File: src/rtl/wb_multi_bus_if.sv
// Multi-channel Wishbone master for MiniMIPS32: NCH CPU request channels share one bus port
// through fixed-priority or round-robin arbitration, with flush abort and an ack timeout.
module wb_multi_bus_if #(
  parameter int NCH       = 2,
  parameter int AW        = 32,
  parameter int DW        = 32,
  parameter int PRIO_MODE = 0,
  parameter int TO_CYC    = 255
) (
  input  logic                  clk,
  input  logic                  rst,
  input  logic                  flush_i,
  input  logic [NCH-1:0]        ch_ce_i,
  input  logic [NCH-1:0]        ch_we_i,
  input  logic [NCH*AW-1:0]     ch_addr_i,
  input  logic [NCH*DW-1:0]     ch_data_i,
  input  logic [NCH*(DW/8)-1:0] ch_sel_i,
  input  logic [NCH-1:0]        ch_hold_i,
  output logic [NCH*DW-1:0]     ch_data_o,
  output logic [NCH-1:0]        ch_err_o,
  output logic [NCH-1:0]        ch_stallreq_o,
  input  logic [DW-1:0]         wb_dat_i,
  input  logic                  wb_ack_i,
  input  logic                  wb_err_i,
  output logic [AW-1:0]         wb_adr_o,
  output logic [DW-1:0]         wb_dat_o,
  output logic                  wb_we_o,
  output logic [DW/8-1:0]       wb_sel_o,
  output logic                  wb_stb_o,
  output logic                  wb_cyc_o
);

  localparam int SW = DW / 8;
  localparam int GW = (NCH > 1) ? $clog2(NCH) : 1;

  typedef enum logic {
    S_IDLE,
    S_BUSY
  } state_t;

  state_t            r_state;
  state_t            w_nextState;
  logic [NCH-1:0]    r_done;
  logic [NCH-1:0]    r_err;
  logic [NCH*DW-1:0] r_data;
  logic [GW-1:0]     r_g;
  logic [GW-1:0]     r_lastG;
  logic [15:0]       r_toCnt;
  logic [AW-1:0]     r_adr;
  logic [DW-1:0]     r_dat;
  logic              r_we;
  logic [SW-1:0]     r_sel;
  logic              r_cyc;
  logic              r_stb;

  logic [NCH-1:0]    w_req;
  logic [GW-1:0]     w_grant;
  logic              w_found;
  logic              w_timeout;
  logic              w_start;
  logic              w_term;
  logic              w_termErr;

  assign w_req         = ch_ce_i & ~r_done & {NCH{~flush_i}};
  assign ch_stallreq_o = ch_ce_i & ~r_done;
  assign w_timeout     = (TO_CYC != 0) && (r_toCnt == 16'(TO_CYC - 1));
  // A termination without ack can only be an error or the timeout; both return an error.
  assign w_termErr     = wb_err_i | ~wb_ack_i;

  assign ch_data_o = r_data;
  assign ch_err_o  = r_err;
  assign wb_adr_o  = r_adr;
  assign wb_dat_o  = r_dat;
  assign wb_we_o   = r_we;
  assign wb_sel_o  = r_sel;
  assign wb_stb_o  = r_stb;
  assign wb_cyc_o  = r_cyc;

  // Round-robin: requesters above last_g first, then wrap to the lowest index.
  always_comb begin
    w_grant = '0;
    w_found = 1'b0;
    if (PRIO_MODE == 0) begin
      for (int i = NCH - 1; i >= 0; i--) begin
        if (w_req[i]) w_grant = GW'(i);
      end
    end else begin
      for (int i = 0; i < NCH; i++) begin
        if (!w_found && w_req[i] && (GW'(i) > r_lastG)) begin
          w_grant = GW'(i);
          w_found = 1'b1;
        end
      end
      for (int i = 0; i < NCH; i++) begin
        if (!w_found && w_req[i]) begin
          w_grant = GW'(i);
          w_found = 1'b1;
        end
      end
    end
  end

  always_comb begin
    w_nextState = r_state;
    w_start     = 1'b0;
    w_term      = 1'b0;
    case (r_state)
      S_IDLE: begin
        if (|w_req) begin
          w_start     = 1'b1;
          w_nextState = S_BUSY;
        end
      end
      S_BUSY: begin
        if (flush_i) begin
          w_nextState = S_IDLE;
        end else if (wb_ack_i || wb_err_i || w_timeout) begin
          w_term      = 1'b1;
          w_nextState = S_IDLE;
        end
      end
      default: w_nextState = S_IDLE;
    endcase
  end

  always_ff @(posedge clk) begin
    if (rst) r_state <= S_IDLE;
    else     r_state <= w_nextState;
  end

  always_ff @(posedge clk) begin
    if (rst) begin
      r_done  <= '0;
      r_err   <= '0;
      r_data  <= '0;
      r_g     <= '0;
      r_lastG <= GW'(NCH - 1);
      r_toCnt <= '0;
      r_adr   <= '0;
      r_dat   <= '0;
      r_we    <= 1'b0;
      r_sel   <= '0;
      r_cyc   <= 1'b0;
      r_stb   <= 1'b0;
    end else begin
      // Completions stay latched until the consuming stage is no longer held.
      r_done <= r_done & ch_hold_i;
      r_err  <= r_err & ch_hold_i;
      if (flush_i) begin
        r_done <= '0;
        r_err  <= '0;
      end
      if (w_start) begin
        r_g     <= w_grant;
        r_lastG <= w_grant;
        r_adr   <= ch_addr_i[w_grant*AW +: AW];
        r_dat   <= ch_data_i[w_grant*DW +: DW];
        r_we    <= ch_we_i[w_grant];
        r_sel   <= ch_sel_i[w_grant*SW +: SW];
        r_cyc   <= 1'b1;
        r_stb   <= 1'b1;
        r_toCnt <= '0;
      end
      if (r_state == S_BUSY) begin
        r_toCnt <= r_toCnt + 16'd1;
        if (flush_i) begin
          r_cyc <= 1'b0;
          r_stb <= 1'b0;
        end else if (w_term) begin
          r_cyc        <= 1'b0;
          r_stb        <= 1'b0;
          r_done[r_g]  <= 1'b1;
          r_err[r_g]   <= w_termErr;
          if (w_termErr)  r_data[r_g*DW +: DW] <= '0;
          else if (!r_we) r_data[r_g*DW +: DW] <= wb_dat_i;
        end
      end
    end
  end

endmodule

File: config.mk
export PLATFORM = sky130hd
export DESIGN_NAME = wb_multi_bus_if
export DESIGN_NICKNAME = d
export VERILOG_FILES = /design/src/rtl/wb_multi_bus_if.sv
export SDC_FILE = /design/constraint.sdc
export NUM_CORES = 1
export LEC_CHECK = 0
export ABC_CLOCK_PERIOD_IN_PS = 2000
export BUFFER_PORTS_ARGS = -buffer_cell sky130_fd_sc_hd__buf_2
export CAP_MARGIN = 5
export CORE_AREA = 2 2 124 126
export DETAILED_ROUTE_END_ITERATION = 10
export DIE_AREA = 0 0 126 128
export HOLD_SLACK_MARGIN = 0.1
export PLACE_DENSITY = 0.76
export SLEW_MARGIN = 15
export SYNTH_ARGS = -nofsm -noshare
export SYNTH_HDL_FRONTEND = slang
export SYNTH_SLANG_ARGS = --single-unit
File: constraint.sdc
create_clock -name clk -period 2 [get_ports clk]
set_input_delay 0.1 -clock clk [delete_from_list [all_inputs] [get_ports clk]]
set_output_delay 0.1 -clock clk [all_outputs]
set_load 0.01 [all_outputs]
# Yosys cells after proc, flatten, opt, wreduce, memory -nomap -nowiden
# Cells that the tools add are included.
dict set report classes {
  muxes 39
  n_eq_ne 2
  n_bitwise 10
  reduce_logical 6
  magnitude_cmp 3
  shift 6
  add_sub_neg 2
}
# cell count
set ops {}
lappend ops {{64-bit bitwise mux} 2}
lappend ops {{64-bit 2-to-1 mux} 2}
lappend ops {{64-bit by 7-bit indexed part select with 32-bit output} 2}
lappend ops {{32-bit by 34-bit variable shift with 64-bit output, first input constant} 1}
lappend ops {{32-bit by 34-bit indexed part select with 64-bit output} 1}
lappend ops {{32-bit by 34-bit indexed part select with 64-bit output, first input constant} 1}
lappend ops {{6-bit negation with 34-bit output} 1}
lappend ops {{16-bit 2-to-1 mux} 2}
lappend ops {{1-bit 2-to-1 mux} 20}
lappend ops {{2-bit 2-to-1 mux} 10}
lappend ops {{16-bit by 1-bit adder with 16-bit output, second input constant} 1}
lappend ops {{16-bit by 8-bit equality test with 1-bit output, second input constant} 1}
lappend ops {{2-bit AND} 4}
lappend ops {{8-bit by 4-bit indexed part select with 4-bit output} 1}
lappend ops {{1-bit by 2-bit < comparator with 1-bit output, second input constant} 2}
lappend ops {{4-bit AND reduction} 1}
lappend ops {{1-bit NOT} 3}
lappend ops {{2-bit bitwise mux} 1}
lappend ops {{1-bit logical OR} 2}
lappend ops {{2-bit by 1-bit inequality test with 1-bit output, second input constant} 1}
lappend ops {{2-bit NOT} 1}
lappend ops {{2-bit bitwise OR} 1}
lappend ops {{1-bit case mux with 2 select lines} 1}
lappend ops {{2-bit nonzero test} 1}
lappend ops {{5 further kinds} 5}
dict set report totals {
  input_bits 179
  output_inout_bits 139
  regBits 157
  word_cells 80
}

# Longest topological paths before layout
# Gate-level depths: netlist of run 1.
dict set report depth {
  ltp_word 10
  depth_mapped 7
  depth_no_buf 6
}

# Worst setup path before layout of run 1
# Ideal clock, no wire load.
dict set report synth_timing {
  path_kind {flip-flop to flip-flop}
  start {reg r_toCnt[10]}
  end {reg r_data[2] (netlist: ch_data_o[2])}
  synth_period_minus_slack_ns 1.761
  path_slack_ns 0.239
  path_buffers 1
  path_stages_with_launch 6
  arrival_time_ns 1.644
  setup_ns 0.117
  required_ns 1.883
  cell_sequence {dfxtp_1 or3_4 nor4_4 a311oi_2 buf_6 a22o_2}
}
dict set report synth_between {
  elab_chain_cells 6
}
# item line
set synth_lines {}
lappend synth_lines {{start: declaration} 48} ;# logic [15:0] r_toCnt;
lappend synth_lines {{start signal: assignment} 165} ;# r_toCnt <= r_toCnt + 16'd1;
lappend synth_lines {{16-bit by 8-bit equality test with 1-bit output} 66} ;# assign w_timeout = (TO_CYC != 0) && (r_toCnt == 16'(TO_CYC - 1));
lappend synth_lines {{1-bit logical OR} 117} ;# end else if (wb_ack_i || wb_err_i || w_timeout) begin
lappend synth_lines {{1-bit 2-to-1 mux} 117}
lappend synth_lines {{1-bit 2-to-1 mux} 115} ;# if (flush_i) begin
lappend synth_lines {{1-bit 2-to-1 mux} 107} ;# case (r_state)
lappend synth_lines {{4-bit AND reduction (no source line)} --}
lappend synth_lines {{end signal: indexed assignment} 175} ;# else if (!r_we) r_data[r_g*DW +: DW] <= wb_dat_i;
lappend synth_lines {{end: declaration} 45} ;# logic [NCH*DW-1:0] r_data;
# No other way between the ends.
# A chain may end at the register's enable or synchronous reset.

# Worst setup path in the final report of run 1
dict set report layout_timing {
  start {reg r_done[0]}
  end {reg r_adr[8] (netlist: wb_adr_o[8])}
}
dict set report layout_between {
  elab_chain_cells 6
  elab_cells_between_ends 8
  cone_classes {1 x shift; 3 x mux; 3 x bitwise; 1 x reduce/logical}
}
# item line
set layout_lines {}
lappend layout_lines {{start: declaration} 43} ;# logic [NCH-1:0] r_done;
lappend layout_lines {{start signal: assignment} 147} ;# r_done <= r_done & ch_hold_i;
lappend layout_lines {{2-bit NOT (*)} 64} ;# assign w_req = ch_ce_i & ~r_done & {NCH{~flush_i}};
lappend layout_lines {{2-bit AND (*) (2 in series)} 64}
lappend layout_lines {{parallel branches: the longest is 3 deep, another holds 64-bit by 7-bit indexed part select with 32-bit output} --}
lappend layout_lines {{end signal: assignment} 156} ;# r_adr <= ch_addr_i[w_grant*AW +: AW];
lappend layout_lines {{end: declaration} 49} ;# logic [AW-1:0] r_adr;
# Mark *: on every way between the ends.

==> impl_metrics.env, run 1 <==
export IMPL_worstPathRequired_ps=2290
export IMPL_layout_drive_gt1_share_pct=37.89
export IMPL_yosys_register_bits=157
export IMPL_hold_ws_ps=93.43
export IMPL_cts_made_buffers=17
export IMPL_irDropWorstVdd_uv=593.9
export IMPL_p_sw_w=0.002214
export IMPL_critPathLaunchType="register"
export IMPL_die_w_um=126
export IMPL_synth_cells=604
export IMPL_netlist_area_mm2=0.006297
export IMPL_die_area_mm2=0.01613
export IMPL_synth_most_common_cell="dfxtp_1"
export IMPL_cts_setup_buffers=0
export IMPL_cellPowerDensity_mw_per_mm2=744.0
export IMPL_p_seq_share_pct=42.8
export IMPL_routed_via_density=5.596
export IMPL_overflow=0
export IMPL_synth_area_leaders="dfxtp_1 (50%), mux2i_1 (11%), a211oi_1 (8.5%), a22o_1 (6.8%), nor2_1 (4.2%)"
export IMPL_grt_max_degree=61
export IMPL_yosys_warnings=0
export IMPL_fmax_mhz=502.6
export IMPL_ys_seq_area_share_pct=49.91
export IMPL_cts_sinks=157
export IMPL_syn_nets=785
export IMPL_dp_hpwl_mm=13.89
export IMPL_p_int_w=0.005601
export IMPL_antenna_left=0
export IMPL_yosysTopAreaCell="dfxtp_1"
export IMPL_cts_root_buffer="clkbuf_16"
export IMPL_num_rows=45
export IMPL_worstPathMaxFanout=23
export IMPL_hold_violations=0
export IMPL_synth_common_cells="dfxtp_1 (157), a211oi_1 (71), nor2_1 (71), mux2i_1 (69), a22o_1 (49)"
export IMPL_skew_ps=10.92
export IMPL_synth_main_ff_cell="dfxtp_1"
export IMPL_drc=0
export IMPL_post_route_period_util_pct=99.49
export IMPL_crit_type="reg2reg"
export IMPL_antenna_found_initial=0
export IMPL_regArea_mm2=0.003143
export IMPL_fillers=942
export IMPL_multi_input_area_mm2=0.002938
export IMPL_vias=7197
export IMPL_wl_per_cell_um=20.01
export IMPL_ys_async_sr_fraction_pct=0
export IMPL_start_util_pct=42.37
export IMPL_yosysUniqueCellTypes=48
export IMPL_grt_pass1_vias=7203
export IMPL_dr_pass1_iters=4
export IMPL_core_mm2=0.01486
export IMPL_grt_pass1_wl_mm=37.78
export IMPL_period_minus_slack_ps=1990
export IMPL_port_buffers=317
export IMPL_drv_cap=0
export IMPL_cts_max_path_buffers=2
export IMPL_ioPinCount=318
export IMPL_status="complete, no violations"
export IMPL_slew_headroom_pct=67.57
export IMPL_switching_share_pct=28.33
export IMPL_report_final_slew_viol_count=0
export IMPL_clk_pin_slew_ps=70
export IMPL_area_delta_synth_final_pct=66.82
export IMPL_place_gp_congestion=0.8274
export IMPL_worstHoldPathType="in2reg"
export IMPL_cellLeakagePower_nw=4.683
export IMPL_tritoncts="built"
export IMPL_antenna_cells=0
export IMPL_setup_tns_ps=0
export IMPL_clkPwrFrac_pct=40.6
export IMPL_rrSetupSlack_ps=10
export IMPL_wl_mm=25.73
export IMPL_setup_violations=0
export IMPL_critPathArrivalTime_ps=2280
export IMPL_htreeDepth=4
export IMPL_synth_top_area_share_pct=49.91
export IMPL_end_kind="register"
export IMPL_die_y_um=128
export IMPL_avgSynthCellArea_um2=10.43
export IMPL_worst_pin_slew_ps=486.4
export IMPL_clkLatencyLatePin_ps=420
export IMPL_synth_edff_count=0
export IMPL_drt_iter0_drc=521
export IMPL_p_comb_share_pct=16.7
export IMPL_final_nets=1266
export IMPL_grtUsageTotal_pct=29.29
==> placed cells by master, fill, tap and decap left out, drive strengths merged, types with 3 or more instances in the layout <==
| master | instances |
|---|---|
| or3 | 8 |
| or2 | 3 |
| a211oi | 72 |
| inv | 18 |
| dlygate4sd3 | 165 |
| clkinv | 3 |
| nor2 | 71 |
| nand2 | 8 |
| o211ai | 7 |
| dfxtp | 157 |
| nand4 | 5 |
| o31ai | 3 |
| nand4b | 3 |
| nor4 | 6 |
| and3 | 3 |
| buf | 348 |
| o21ai | 4 |
| a22o | 64 |
| nand2b | 7 |
| mux2i | 69 |
| a21oi | 14 |
| clkbuf | 18 |
| or4b | 3 |
| nand3 | 10 |
| nor3 | 4 |
==> metal layers <==
layer | global-route usage, % | vias to the layer above | routed length (um)
met1 | 33.45 | 3315 | 9621
li1 | - | 3233 | -
met2 | 48.23 | 510 | 12090
met4 | 19.52 | 0 | 1633
met5 | 0 | - | 0
met3 | 7.888 | 139 | 2392
==> sequential cells by signal (all words and copies together) (netlist names), 2 cells and up <==
name	flops
wb_dat_o	32
ch_err_o	2
r_toCnt	16
wb_sel_o	4
wb_adr_o	32
r_done	2
ch_data_o	64
==> through the flow <==
step / instances / total power, W / worst slack, ps / util (%) / area [um2]
finish: 1286 / 0.007816 / 10.28 / 70.67 / 10510
global route: 1286 / 0.008036 / -39.17 / 70.67 / 10510
CTS: 1284 / 0.007692 / 89.52 / 70.40 / 10460
detailed placement: 1089 / 0.004340 / 116.2 / 55.51 / 8250
global placement: 1089 / 0.004326 / 152.4 / 55.51 / 8250
floorplan: 604 / 0.003857 / 238.5 / - / 6297
==> power by group through the flow <==
stage	clock network, W	logic [W]	registers [W]
floorplan	0	0.000398	0.00346
global placement	0	0.000930	0.00340
detailed placement	0	0.000940	0.00340
CTS	0.00317	0.00119	0.00333
global route	0.00333	0.00136	0.00335
finish	0.00317	0.00130	0.00334
==> final cells by class <==
| class | instances | share of cell area [%] |
|---|---|---|
| repair buffers | 513 | 34.02 |
| flip-flops and latches | 157 | 29.92 |
| multi-input cells | 387 | 27.97 |
| clock buffers | 18 | 4.181 |
| well taps | 188 | 2.239 |
| clock inverters | 14 | 1.358 |
| inverters | 9 | 0.3216 |
==> cell families after synthesis <==
logic type      Yosys count  synth area share (%)
simple gates            140                 11.90
flops                   157                 49.91
mux                      69                 10.97
buf+inv                  60                 4.609
compound gates          173                 21.80
fa+ha+maj                 2                0.3973
xor+xnor                  3                0.4173
==> critical path, cell delays in order (launching register included) <==
cell,delay (ps)
dfxtp_1,320
nand2b_1,200
inv_1,120
nor3_4,240
buf_12,230
buf_4,200
mux2i_1,140
a211oi_1,390
==> what timing repair did <==
item,in CTS,in global routing
hold endpoints to repair,134,2
setup endpoints to repair,0,8
hold buffers,163,2
resized for setup,0,4
==> final timing paths <==
kind,start,end,depth (start not counted)
hold / removal,ch_addr_i[61],wb_adr_o[29],3
setup reg to reg,r_done[0],wb_adr_o[8],7
hold reg to reg,r_done[0],r_done[0],2
setup / recovery,r_done[0],wb_adr_o[8],7
Power figures use the tool's default switching activity.
==> run 2, diff against run 1 <==
--- a/config.mk
+++ b/config.mk
@@ -8,12 +8,12 @@
 export ABC_CLOCK_PERIOD_IN_PS = 2000
 export BUFFER_PORTS_ARGS = -buffer_cell sky130_fd_sc_hd__buf_2
 export CAP_MARGIN = 5
-export CORE_AREA = 2 2 124 126
+export CORE_UTILIZATION = 40
 export DETAILED_ROUTE_END_ITERATION = 10
-export DIE_AREA = 0 0 126 128
 export HOLD_SLACK_MARGIN = 0.1
-export PLACE_DENSITY = 0.76
+export PLACE_DENSITY = 0.72
 export SLEW_MARGIN = 15
 export SYNTH_ARGS = -nofsm -noshare
 export SYNTH_HDL_FRONTEND = slang
 export SYNTH_SLANG_ARGS = --single-unit
+export TNS_END_PERCENT = 5
==> run 2 against run 1 <==
Sequential share of layout area decreased by 0.20 points. Non-clock buffer count increased by 3. Core utilization is 1.4 points lower. Global-route usage fell by 0.30 points. Register-to-register slack better by 80 ps. Total power up 1.4%. Clock power up 5%. Die area up 0.75%. Combinational power is 3% lower. Setup slack gained 80 ps.
==> impl_metrics.env, run 2 (synthesis results as in run 1) <==
export IMPL_status="complete, no violations"
export IMPL_port_buffers=317
export IMPL_final_nets=1269
export IMPL_cellPowerDensity_mw_per_mm2=749.1
export IMPL_rrSetupSlack_ps=90
export IMPL_tritoncts="built"
export IMPL_skew_ps=11.86
export IMPL_largest_reg_flops=64
export IMPL_dr_pass1_iters=5
export IMPL_crit_type="reg2reg"
export IMPL_final_area_mm2=0.01058
export IMPL_clkLatencyLatePin_ps=420
export IMPL_instances_no_fill=1312
export IMPL_grt_max_degree=117
export IMPL_hold_violations=0
export IMPL_irDropWorstVdd_uv=620.9
export IMPL_r2r_start="r_done[1]"
export IMPL_end_kind="register"
export IMPL_report_final_slew_viol_count=0
export IMPL_drt_iter0_drc=382
export IMPL_wl_per_cell_um=18.22
export IMPL_ioPinCount=318
export IMPL_grt_pass1_wl_mm=36.35
export IMPL_hold_end="wb_sel_o[1]"
export IMPL_period_minus_slack_ps=1909
export IMPL_htreeDepth=4
export IMPL_routed_via_density=5.306
export IMPL_cts_max_path_buffers=2
export IMPL_worstHoldPathCells=3
export IMPL_cellLeakagePower_nw=4.703
export IMPL_grt_pass1_vias=7045
export IMPL_cts_sinks=157
export IMPL_antenna_left=0
export IMPL_rsz0062_at_grt="false"
export IMPL_cts_root_buffer="clkbuf_16"
export IMPL_final_common_cell="buf_2"
export IMPL_critPathArrivalTime_ps=2210
export IMPL_place_gp_congestion=0.7840
export IMPL_area_delta_synth_final_pct=67.93
export IMPL_worstPathMaxFanout=116
export IMPL_final_cell_mix="buf_2 (316), dlygate4sd3_1 (170), dfxtp_1 (157), nor2_1 (71), a211oi_1 (71)"
export IMPL_die_w_um=127.5
export IMPL_place_inst=1110
export IMPL_cts_made_buffers=17
export IMPL_hold_start="ch_sel_i[1]"
export IMPL_setup_tns_ps=0
export IMPL_start_util_pct=41.27
export IMPL_die_area_mm2=0.01625
export IMPL_antenna_found_initial=1
export IMPL_drv_cap=0
export IMPL_dp_hpwl_mm=13.43
export IMPL_vias=6962
export IMPL_num_rows=45
export IMPL_cts_resized=0
export IMPL_hold_ws_ps=124.9
export IMPL_slew_headroom_pct=67.35
export IMPL_worstPathRequired_ps=2310
export IMPL_critPathLaunchType="register"
export IMPL_core_mm2=0.01526
export IMPL_post_route_period_util_pct=95.46
export IMPL_layout_drive_gt1_share_pct=37.33
export IMPL_clk_pin_slew_ps=70
export IMPL_worst_pin_slew_ps=485.3
export IMPL_drc=0
export IMPL_setup_violations=0
export IMPL_die_y_um=127.5
export IMPL_r2r_end="wb_dat_o[18]"
export IMPL_wl_mm=23.90
export IMPL_worstHoldPathType="in2reg"
export IMPL_fmax_mhz=523.8
export IMPL_final_core_util_pct=69.31
export IMPL_antenna_cells=0
export IMPL_placed_cell_area_mm2=0.008264
export IMPL_fillers=1051
export IMPL_grtUsageTotal_pct=28.98
export IMPL_overflow=0
export IMPL_r2r_cells=5
[run 2: worst max-delay path by stage]
| stage | cells past startpoint | startpoint | end |
|---|---|---|---|
| 2_1_floorplan | 5 | r_toCnt[10] | ch_data_o[2] |
| 3_3_place_gp | 7 | r_toCnt[0] | ch_err_o[0] |
| 3_5_place_dp | 5 | r_toCnt[11] | ch_data_o[54] |
| 4_1_cts | 5 | r_toCnt[11] | ch_data_o[54] |
| 5_1_grt | 7 | r_done[0] | wb_adr_o[19] |
| 6_report | 5 | r_done[1] | wb_dat_o[18] |
[run 2: per-stage QoR]
stage / total power, W / setup slack, ps
6_report: 0.007922 / 90.74
5_1_grt: 0.008197 / 5.825
4_1_cts: 0.007894 / 127.3
3_5_place_dp: 0.004321 / 142.3
3_3_place_gp: 0.004307 / 172.6
2_1_floorplan: 0.003857 / 238.5
[run 2: metal layers]
| metal | global-route usage, % | share of wire [%] | wire length, um |
|---|---|---|---|
| met1 | 32.09 | 38 | 9156 |
| met3 | 7.370 | 7.5 | 1793 |
| met5 | 0 | 0.084 | 20 |
| met4 | 22.69 | 7.2 | 1725 |
| met2 | 47.67 | 47 | 11200 |
[run 2: critical path: stages (launching register included)]
cell and delay, ps:
dfxtp_1 330, nand2b_1 240, a211oi_4 340, buf_12 420, nor2_1 100, a211oi_1 340
[run 2: report_power, final]
group	switching, W	internal, W
combinational	0.000622	0.000634
clock	0.00141	0.00193
sequential	0.0000735	0.00326
total	0.00210	0.00582
[run 2: layout make-up]
cell class / instances / area, um2 / area share [%]
flip-flops and latches: 157 / 3143 / 29.72
repair buffers: 516 / 3608 / 34.12
inverters: 9 / 33.78 / 0.3195
multi-input cells: 387 / 2917 / 27.58
clock inverters: 14 / 170.2 / 1.609
clock buffers: 18 / 439.2 / 4.153
well taps: 211 / 264.0 / 2.496
[run 2: what timing repair did]
action                                  in CTS  in global routing
setup buffers                                0                  0
hold buffers                               170                  0
hold endpoints to repair                   137                  0
endpoints found under the setup margin       0                  0
==> run 3, diff against run 2 <==
--- a/config.mk
+++ b/config.mk
@@ -8,10 +8,12 @@
 export ABC_CLOCK_PERIOD_IN_PS = 2000
 export BUFFER_PORTS_ARGS = -buffer_cell sky130_fd_sc_hd__buf_2
 export CAP_MARGIN = 5
-export CORE_UTILIZATION = 40
+export CELL_PAD_IN_SITES_DETAIL_PLACEMENT = 1
+export CELL_PAD_IN_SITES_GLOBAL_PLACEMENT = 2
+export CORE_UTILIZATION = 26
 export DETAILED_ROUTE_END_ITERATION = 10
 export HOLD_SLACK_MARGIN = 0.1
-export PLACE_DENSITY = 0.72
+export PLACE_DENSITY = 0.79
 export SLEW_MARGIN = 15
 export SYNTH_ARGS = -nofsm -noshare
 export SYNTH_HDL_FRONTEND = slang
==> run 3 against run 2 <==
Setup slack improved by 41 ps. Hold slack about the same. Critical path depth increased by 2. Sequential power about the same. Largest cell class unchanged. Core utilization decreased by 24 points.
==> impl_metrics.env, run 3 (synthesis results as in run 1) <==
export IMPL_status="complete, no violations"
export IMPL_skew_ps=15.94
export IMPL_final_nets=1267
export IMPL_final_common_cell="buf_2"
export IMPL_critPathArrivalTime_ps=2180
export IMPL_hold_ws_ps=124.9
export IMPL_place_gp_congestion=0.7310
export IMPL_hold_violations=0
export IMPL_cellPowerDensity_mw_per_mm2=739.6
export IMPL_wl_mm=25.52
export IMPL_cts_root_buffer="clkbuf_16"
export IMPL_cellLeakagePower_nw=4.702
export IMPL_worst_pin_slew_ps=524.8
export IMPL_cts_sinks=157
export IMPL_antenna_left=0
export IMPL_worstPathMaxFanout=20
export IMPL_die_w_um=157.6
export IMPL_end_kind="register"
export IMPL_die_y_um=157.6
export IMPL_fmax_mhz=535.2
export IMPL_post_route_period_util_pct=93.43
export IMPL_slew_headroom_pct=65.01
export IMPL_vias=6726
export IMPL_cts_made_buffers=17
export IMPL_grt_pass1_wl_mm=38.88
export IMPL_critPathLaunchType="register"
export IMPL_irDropWorstVdd_uv=568.2
export IMPL_start_util_pct=26.67
export IMPL_ioPinCount=318
export IMPL_final_cell_mix="buf_2 (316), dlygate4sd3_1 (171), dfxtp_1 (157), nor2_1 (71), a211oi_1 (71)"
export IMPL_clkLatencyLatePin_ps=420
export IMPL_drt_iter0_drc=306
export IMPL_dr_pass1_iters=4
export IMPL_grtUsageTotal_pct=20.28
export IMPL_htreeDepth=4
export IMPL_setup_tns_ps=0
export IMPL_grt_max_degree=52
export IMPL_report_final_slew_viol_count=0
export IMPL_grt_pass1_vias=7142
export IMPL_core_mm2=0.02361
export IMPL_drc=0
export IMPL_cts_max_path_buffers=2
export IMPL_num_rows=56
export IMPL_tritoncts="built"
export IMPL_drv_cap=0
export IMPL_dp_hpwl_mm=16.28
export IMPL_routed_via_density=4.733
export IMPL_port_buffers=317
export IMPL_area_delta_synth_final_pct=70.81
export IMPL_worstHoldPathType="in2reg"
export IMPL_worstPathRequired_ps=2310
export IMPL_layout_drive_gt1_share_pct=37.12
export IMPL_period_minus_slack_ps=1869
export IMPL_rsz0062_at_grt="false"
export IMPL_die_area_mm2=0.02485
export IMPL_antenna_found_initial=3
export IMPL_crit_type="reg2reg"
export IMPL_largest_reg_flops=64
export IMPL_clk_pin_slew_ps=70
export IMPL_wl_per_cell_um=17.96
export IMPL_cts_setup_buffers=0
export IMPL_setup_violations=0
export IMPL_overflow=0
## run 3: cell count changes in the layout (fill, tap and decap cells not counted), moves of 2 or more
| cell | change |
|---|---|
| inv_6 | -3 |
| buf_4 | -7 |
| buf_12 | +4 |
| diode_2 | +3 |
| clkinv_4 | +2 |
## run 3: worst max-delay path, cell delays in order, from the launching register on
cell and delay, ps:
dfxtp_1 320, nand2b_1 200, inv_1 110, nor3_2 240
buf_12 250, buf_12 210, mux2i_1 110, a211oi_1 310
## run 3: final cells by class
type / instances / area, um2
Tap cell: 319 / 399.1
Sequential cell: 157 / 3143
Antenna cell: 3 / 7.507
Inverter: 9 / 33.78
Timing Repair Buffer: 514 / 3646
Fill cell: 2682 / 12860
Clock buffer: 18 / 429.2
Clock inverter: 14 / 175.2
Multi-Input combinational cell: 387 / 2923
## run 3: per-layer routing
metal / track usage [%] / up-vias / share of wire (%) / wire (um)
met5: 0 / - / 0 / 0
li1: - / 3244 / - / -
met3: 5.803 / 46 / 6.9 / 1760
met4: 10.03 / 0 / 3.4 / 871
met2: 33.94 / 269 / 48 / 12260
met1: 23.60 / 3167 / 42 / 10630
## run 3: what timing repair did
item                       4_1_cts  5_1_grt
setup endpoints to repair        0        1
hold endpoints to repair       138        2
hold buffers                   169        2
gates resized for setup          0        1
## run 3: stage by stage
step	cell area [um2]	total power (W)	instances	util (%)	setup slack, ps
after detailed placement	8427	0.004361	1215	35.69	127.1
final	10760	0.007955	1421	45.55	131.5
after CTS	10720	0.007999	1416	45.41	129.3
after floorplan	6297	0.003857	604	-	238.5
after global routing	10760	0.008307	1421	45.55	25.81
after global placement	8427	0.004348	1215	35.69	181.0
## run 3: worst paths after layout
check	from	end	slack, ps	cells after the start
max	r_done[0]	wb_adr_o[24]	130	7
min	ch_addr_i[48]	wb_adr_o[16]	120	3
max reg2reg	r_done[0]	wb_adr_o[24]	130	7
min reg2reg	ch_data_o[17]	ch_data_o[17]	480	1
## run 3: report_power, final
| group | internal [W] | leakage, nW | switching, W | total [W] |
|---|---|---|---|---|
| clock network | 0.00190 | 0.294 | 0.00146 | 0.00336 |
| registers | 0.00326 | 1.28 | 0.0000752 | 0.00334 |
| logic | 0.000647 | 3.13 | 0.000616 | 0.00126 |
